<file path="src/rtl/pipe_ctrl_pkg.sv">
// rtl/pipe_ctrl_pkg.sv - shared types for the pipeline sequencing controller
package pipes;

    typedef enum logic {
        RUN  = 1'b0,
        DROP = 1'b1
    } pipe_ctrl_state_t;

    typedef struct packed {
        logic stall_f;
        logic stall_d;
        logic stall_e;
        logic stall_m;
        logic flush_d;
        logic flush_e;
        logic flush_w;
    } stage_ctrl_t;

    localparam stage_ctrl_t CTRL_NONE = '0;

endpackage

</file>
<file path="src/rtl/pipe_ctrl_hazard_detect.sv">
// rtl/pipe_ctrl_hazard_detect.sv - load-use hazard between EX load and ID sources
module hazard_detect (
    input  logic       i_ex_valid,
    input  logic       i_ex_memread,
    input  logic [4:0] i_ex_rd,
    input  logic [4:0] i_id_rs1,
    input  logic [4:0] i_id_rs2,
    input  logic       i_id_use_rs1,
    input  logic       i_id_use_rs2,
    output logic       o_lu
);

    logic w_rs1_hit;
    logic w_rs2_hit;

    assign w_rs1_hit = i_id_use_rs1 && (i_id_rs1 == i_ex_rd);
    assign w_rs2_hit = i_id_use_rs2 && (i_id_rs2 == i_ex_rd);

    // x0 is hardwired to zero, so a load targeting it never creates a hazard
    assign o_lu = i_ex_valid && i_ex_memread && (i_ex_rd != 5'd0)
                  && (w_rs1_hit || w_rs2_hit);

endmodule

</file>
<file path="src/rtl/pipe_ctrl.sv">
// rtl/pipe_ctrl.sv - per-stage stall/flush sequencing and redirect tracking for the 5-stage core
module pipe_ctrl
    import pipes::*;
#(
    parameter int CNT_W = 32
) (
    input  logic             clk,
    input  logic             reset,
    input  logic             ireq_busy,
    input  logic             ireq_ok,
    input  logic             dreq_busy,
    input  logic [4:0]       id_rs1,
    input  logic [4:0]       id_rs2,
    input  logic             id_use_rs1,
    input  logic             id_use_rs2,
    input  logic             ex_valid,
    input  logic             ex_memread,
    input  logic [4:0]       ex_rd,
    input  logic             ex_redirect,
    input  logic [63:0]      ex_target,
    output logic             stall_f,
    output logic             stall_d,
    output logic             stall_e,
    output logic             stall_m,
    output logic             flush_d,
    output logic             flush_e,
    output logic             flush_w,
    output logic             pc_redirect,
    output logic [63:0]      pc_target,
    output logic [CNT_W-1:0] stall_cnt
);

    pipe_ctrl_state_t r_state;
    logic [63:0]      r_pend_pc;
    logic [CNT_W-1:0] r_stall_cnt;

    logic             w_lu;
    stage_ctrl_t      w_ctrl;
    logic             w_pc_redirect;
    logic [63:0]      w_pc_target;

    hazard_detect u_hazard_detect (
        .i_ex_valid   (ex_valid),
        .i_ex_memread (ex_memread),
        .i_ex_rd      (ex_rd),
        .i_id_rs1     (id_rs1),
        .i_id_rs2     (id_rs2),
        .i_id_use_rs1 (id_use_rs1),
        .i_id_use_rs2 (id_use_rs2),
        .o_lu         (w_lu)
    );

    always_comb begin
        w_ctrl        = CTRL_NONE;
        w_pc_redirect = 1'b0;
        w_pc_target   = (r_state == DROP) ? r_pend_pc : ex_target;
        if (reset) begin
            w_ctrl.flush_d = 1'b1;
            w_ctrl.flush_e = 1'b1;
            w_ctrl.flush_w = 1'b1;
            w_pc_target    = 64'd0;
        end else if (dreq_busy) begin
            // memory stall freezes everything; a pending DROP exit waits for it
            w_ctrl.stall_f = 1'b1;
            w_ctrl.stall_d = 1'b1;
            w_ctrl.stall_e = 1'b1;
            w_ctrl.stall_m = 1'b1;
            w_ctrl.flush_w = 1'b1;
        end else if (r_state == RUN) begin
            if (ex_redirect) begin
                w_ctrl.flush_d = 1'b1;
                w_ctrl.flush_e = 1'b1;
                w_ctrl.stall_f = ireq_busy;
                w_pc_redirect  = !ireq_busy;
            end else if (w_lu) begin
                w_ctrl.stall_f = 1'b1;
                w_ctrl.stall_d = 1'b1;
                w_ctrl.flush_e = 1'b1;
            end else if (ireq_busy) begin
                w_ctrl.stall_f = 1'b1;
                w_ctrl.flush_d = 1'b1;
            end
        end else begin
            // the word returned in DROP belongs to the wrong path and is never latched
            w_ctrl.stall_f = 1'b1;
            w_ctrl.flush_d = 1'b1;
            w_pc_redirect  = ireq_ok;
        end
    end

    always_ff @(posedge clk) begin
        if (reset) begin
            r_state     <= RUN;
            r_pend_pc   <= 64'd0;
            r_stall_cnt <= '0;
        end else begin
            if (w_ctrl.stall_f) begin
                r_stall_cnt <= r_stall_cnt + {{(CNT_W-1){1'b0}}, 1'b1};
            end
            if (!dreq_busy) begin
                case (r_state)
                    RUN: begin
                        if (ex_redirect && ireq_busy) begin
                            r_pend_pc <= ex_target;
                            r_state   <= DROP;
                        end
                    end
                    DROP: begin
                        if (ex_redirect) begin
                            r_pend_pc <= ex_target;
                        end
                        if (ireq_ok) begin
                            r_state <= RUN;
                        end
                    end
                    default: r_state <= RUN;
                endcase
            end
        end
    end

    assign stall_f     = w_ctrl.stall_f;
    assign stall_d     = w_ctrl.stall_d;
    assign stall_e     = w_ctrl.stall_e;
    assign stall_m     = w_ctrl.stall_m;
    assign flush_d     = w_ctrl.flush_d;
    assign flush_e     = w_ctrl.flush_e;
    assign flush_w     = w_ctrl.flush_w;
    assign pc_redirect = w_pc_redirect;
    assign pc_target   = w_pc_target;
    assign stall_cnt   = r_stall_cnt;

endmodule

</file>
<file path="config.mk">
export PLATFORM = sky130hd
export DESIGN_NAME = pipe_ctrl
export DESIGN_NICKNAME = d
export VERILOG_FILES = /design/src/rtl/pipe_ctrl_pkg.sv /design/src/rtl/pipe_ctrl_hazard_detect.sv /design/src/rtl/pipe_ctrl.sv
export SDC_FILE = /design/constraint.sdc
export NUM_CORES = 1
export LEC_CHECK = 0
export BUFFER_PORTS_ARGS = -buffer_cell sky130_fd_sc_hd__clkbuf_2
export CAP_MARGIN = 30
export CORE_MARGIN = 2
export CORE_UTILIZATION = 45
export CTS_CLUSTER_SIZE = 16
export DETAILED_ROUTE_END_ITERATION = 10
export GPL_TIMING_DRIVEN = 0
export PLACE_DENSITY = 0.9
export SLEW_MARGIN = 25
export SYNTH_ARGS = -nofsm -noshare
export SYNTH_HDL_FRONTEND = slang
export SYNTH_SLANG_ARGS = --single-unit
</file>
<file path="constraint.sdc">
create_clock -name clk -period 2.25 [get_ports clk]
set_input_delay 0.45 -clock clk [delete_from_list [all_inputs] [get_ports clk]]
set_output_delay 0.45 -clock clk [all_outputs]
set_load 0.1 [all_outputs]
</file>
==> impl_metrics.csv <==
group,metric,value,unit
run_status,status,"finished, violations left",
run_status,violations,"negative setup slack",
place,hpwl,11800,um
synthesis,synth-xor-area-share,1.94,%
route,num_vias,5709,
critical_path,rr_endpoint,"stall_cnt[31]$_SDFFE_PP0P_",
sta,tightest_slew,0.828,ns
critical_path,crit_required,1.80,ns
sta,fin_skew,0.00977,ns
sta,rsz0062_at_grt,"true",
critical_path,cp-start-kind,"input port",
sta,hold_viol_final,0,
global_route,grt_overflow,0,
floorplan,die_w,109,um
floorplan,core-area,0.0108,mm^2
synthesis,synthMuxAreaShare,13.8,%
cts,cts_tree,"done",
worst_hold_path,worstHoldPathType,"in -> reg",
synthesis,syn_area,0.00498,mm^2
place,gp_congestion,0.873,
critical_path,r2r_setup_slack,0.10,ns
sta,worst_slack,-0.331,ns
power,peakVddDrop,0.000342,V
power,power_density,581,mW/mm^2
route,route.detailed.drc,0,
cts,cts-root-buf,"clkbuf_8",
global_route,grt_pass1_vias,5357,
sta,worst_slew_margin_rel,44.4,%
cts,clk_latency,0.37,ns
critical_path,cp-end-kind,"output pin",
cells_and_area,multi_input_area,0.00356,mm^2
synthesis,synth_top_area_share,39.0,%
critical_path,cp_data_arrival_time,2.13,ns
cells_and_area,final_layout_size_suffix_gt1_share,42.9,%
critical_path,worstSetupPathType,"in -> out",
synthesis,synthesis.instances,657,
sta,holdWs,0.306,ns
synthesis,synth-adder-area-share,0.251,%
critical_path,crit_fanout,3,
route,drt_iter0_markers,403,
route,wirelength,17900,um
synthesis,synth_ff_type,"dfxtp_1",
synthesis,syn_area_per_cell,7.58,um^2
sta,max_freq,387,MHz
global_route,grt_pass1_wl,25900,um
floorplan,io_pins,193,
floorplan,die_h,109,um
synthesis,syn-num-nets,747,
cells_and_area,fillers,765,
place,post-place-ws,-0.730,ns
cells_and_area,fin_nets,956,
synthesis,synthTopCellsByArea,"dfxtp_1, mux2i_1, nand2_1, a21oi_1, nor2_1",
sta,post-route-period-util,115,%
global_route,antenna_found_initial,2,
place,port_buffers,191,
global_route,grt_max_degree,16,
critical_path,cp-endpoint,"flush_e",
synthesis,synth_compound_area_share,14.2,%
sta,min_period,2.58,ns
synthesis,synth_edf_count,0,
synthesis,synthSimpleGateAreaFrac,26.3,%
synthesis,synth-async-reset-ratio,0,%
synthesis,yosys_warnings,0,
route,drtAntennaViolNets,0,
flow_run,cap_violations,0,
synthesis,synth-seq-cells,97,
cells_and_area,register_area,0.00203,mm^2
critical_path,rr_worst_depth,6,
synthesis,synth_top_family_by_area,"simple AND/OR/NAND/NOR gates",
cts,path_clk_slew,0.09,ns
critical_path,reg2reg_from,"stall_cnt[18]$_SDFFE_PP0P_",
global_route,grt_use_total,27.7,%
cts,cts_hold_buf,0,
synthesis,ys_seq_area_share,39.0,%
place,place_area,0.00676,mm^2
cts,htree_levels,3,
synthesis,post-synth-top-area-cell,"dfxtp_1",
cts,clockBufferDepth,2,
power,p_leak,0.00286,uW
synthesis,synth_cell_type_count,41,
floorplan,dieArea,0.0119,mm^2
route,vias_per_cell,5.64,
route,wire_per_inst,17.6,um
critical_path,crit_start,"id_rs1[3]",
cts,cts_inserted_buffers,9,
sta,final-setup-viol-count,4,
route,drtPass1Iterations,5,
cts,cts.sinks,97,
cells_and_area,area_growth,54.1,%
cells_and_area,fin_util,71.1,%
cells_and_area,stdcell_area,0.00767,mm^2
floorplan,fp-row-count,38,
floorplan,initial_utilization,46.1,%
sta,maxSlewViolCount,0,
[synthesized netlist by cell type, types with 4 or more instances]
library cell / instances
or3_1: 16
buf_2: 4
a21oi_1: 94
dfxtp_1: 97
nand3_1: 8
o21ai_0: 14
clkbuf_1: 37
inv_1: 8
nand4_1: 7
mux2i_1: 65
or2_2: 4
nor2_1: 80
xor2_1: 9
buf_1: 8
or4_1: 14
o31ai_1: 12
nand2_1: 142
[where the power goes]
group	internal, uW	switching [uW]
sequential	1740	41.0
clock	577	613
combinational	409	1070
[routing by layer]
layer | routed length [um] | GRT usage, % | up-vias | share of wire (%)
li1 | - | - | 2694 | -
met1 | 6750 | 30.5 | 2663 | 38
met2 | 8780 | 48.3 | 288 | 49
met3 | 1510 | 7.11 | 64 | 8.4
met4 | 832 | 15.9 | 0 | 4.7
met5 | 0 | 0 | - | 0
[kinds of logic after synthesis]
logic type | after synthesis
adder cells (fa/ha/maj) | 1
XOR/XNOR | 11
AND/OR/NAND/NOR | 292
multiplexers | 68
flip-flops | 97
buffers and inverters | 58
AO/OA/AOI/OAI | 130
[registers in the layout, summed over array words and instances (netlist names)]
| signal | flops |
|---|---|
| r_state | 1 |
| r_pend_pc | 64 |
| stall_cnt | 32 |
[per-stage QoR]
step | std cells | TNS [ns] | total power [uW]
2_1_floorplan | 657 | -0.442 | 2870
6_report | 1012 | -0.831 | 4450
3_5_place_dp | 988 | -43.34 | 3130
4_1_cts | 1009 | -0.868 | 4400
3_3_place_gp | 988 | -42.16 | 3120
5_1_grt | 1012 | -1.18 | 4610
[worst max-delay path, cell delays in order]
cell and delay [ns]:
buf_6 0.09, xor2_1 0.15, nor4_1 0.27, a32oi_1 0.19, or2_4 0.30, a211oi_2 0.30, or2_4 0.18, clkbuf_16 0.19
[placed cells by master (no fill, tap or decap), drive strengths merged, types with 4 or more instances in the layout]
cell	instances
clkbuf	233
or2	4
or4	14
dfxtp	97
nand3	8
inv	9
nand2	142
nand4	8
xor2	9
o21ai	15
buf	26
mux2i	65
o31ai	12
a21oi	94
nor2	80
or3	16
and2	4
[repair_timing]
action                                  in CTS  in global routing
pin swaps                                   10                 12
setup buffers                                7                  3
gates resized for setup                    125                 57
endpoints found under the setup margin      71                 93
[layout make-up]
cell class	instances	area share [%]
inverters	8	0.392
clock buffers	11	1.99
flip-flops and latches	97	26.5
multi-input cells	502	46.4
diodes	1	0.0326
clock inverters	5	0.669
plain buffers	48	4.13
well taps	140	2.28
repair buffers	200	17.6
[how the worst min path moves through the flow]
| stage | startpoint | end | slack, ns | cells after the start |
|---|---|---|---|---|
| 5_1_grt | ex_target[1] | r_pend_pc[1]$_SDFFE_PP0P_ | 0.30 | 3 |
| 6_report | ex_target[3] | r_pend_pc[3]$_SDFFE_PP0P_ | 0.31 | 3 |
| 3_3_place_gp | r_pend_pc[56]$_SDFFE_PP0P_ | r_pend_pc[56]$_SDFFE_PP0P_ | 0.44 | 2 |
| 3_5_place_dp | r_pend_pc[46]$_SDFFE_PP0P_ | r_pend_pc[46]$_SDFFE_PP0P_ | 0.45 | 2 |
| 4_1_cts | ireq_ok | r_state$_SDFFE_PP0N_ | 0.28 | 2 |
| 2_1_floorplan | r_pend_pc[0]$_SDFFE_PP0P_ | r_pend_pc[0]$_SDFFE_PP0P_ | 0.44 | 2 |
Power figures use the tool's default switching activity.
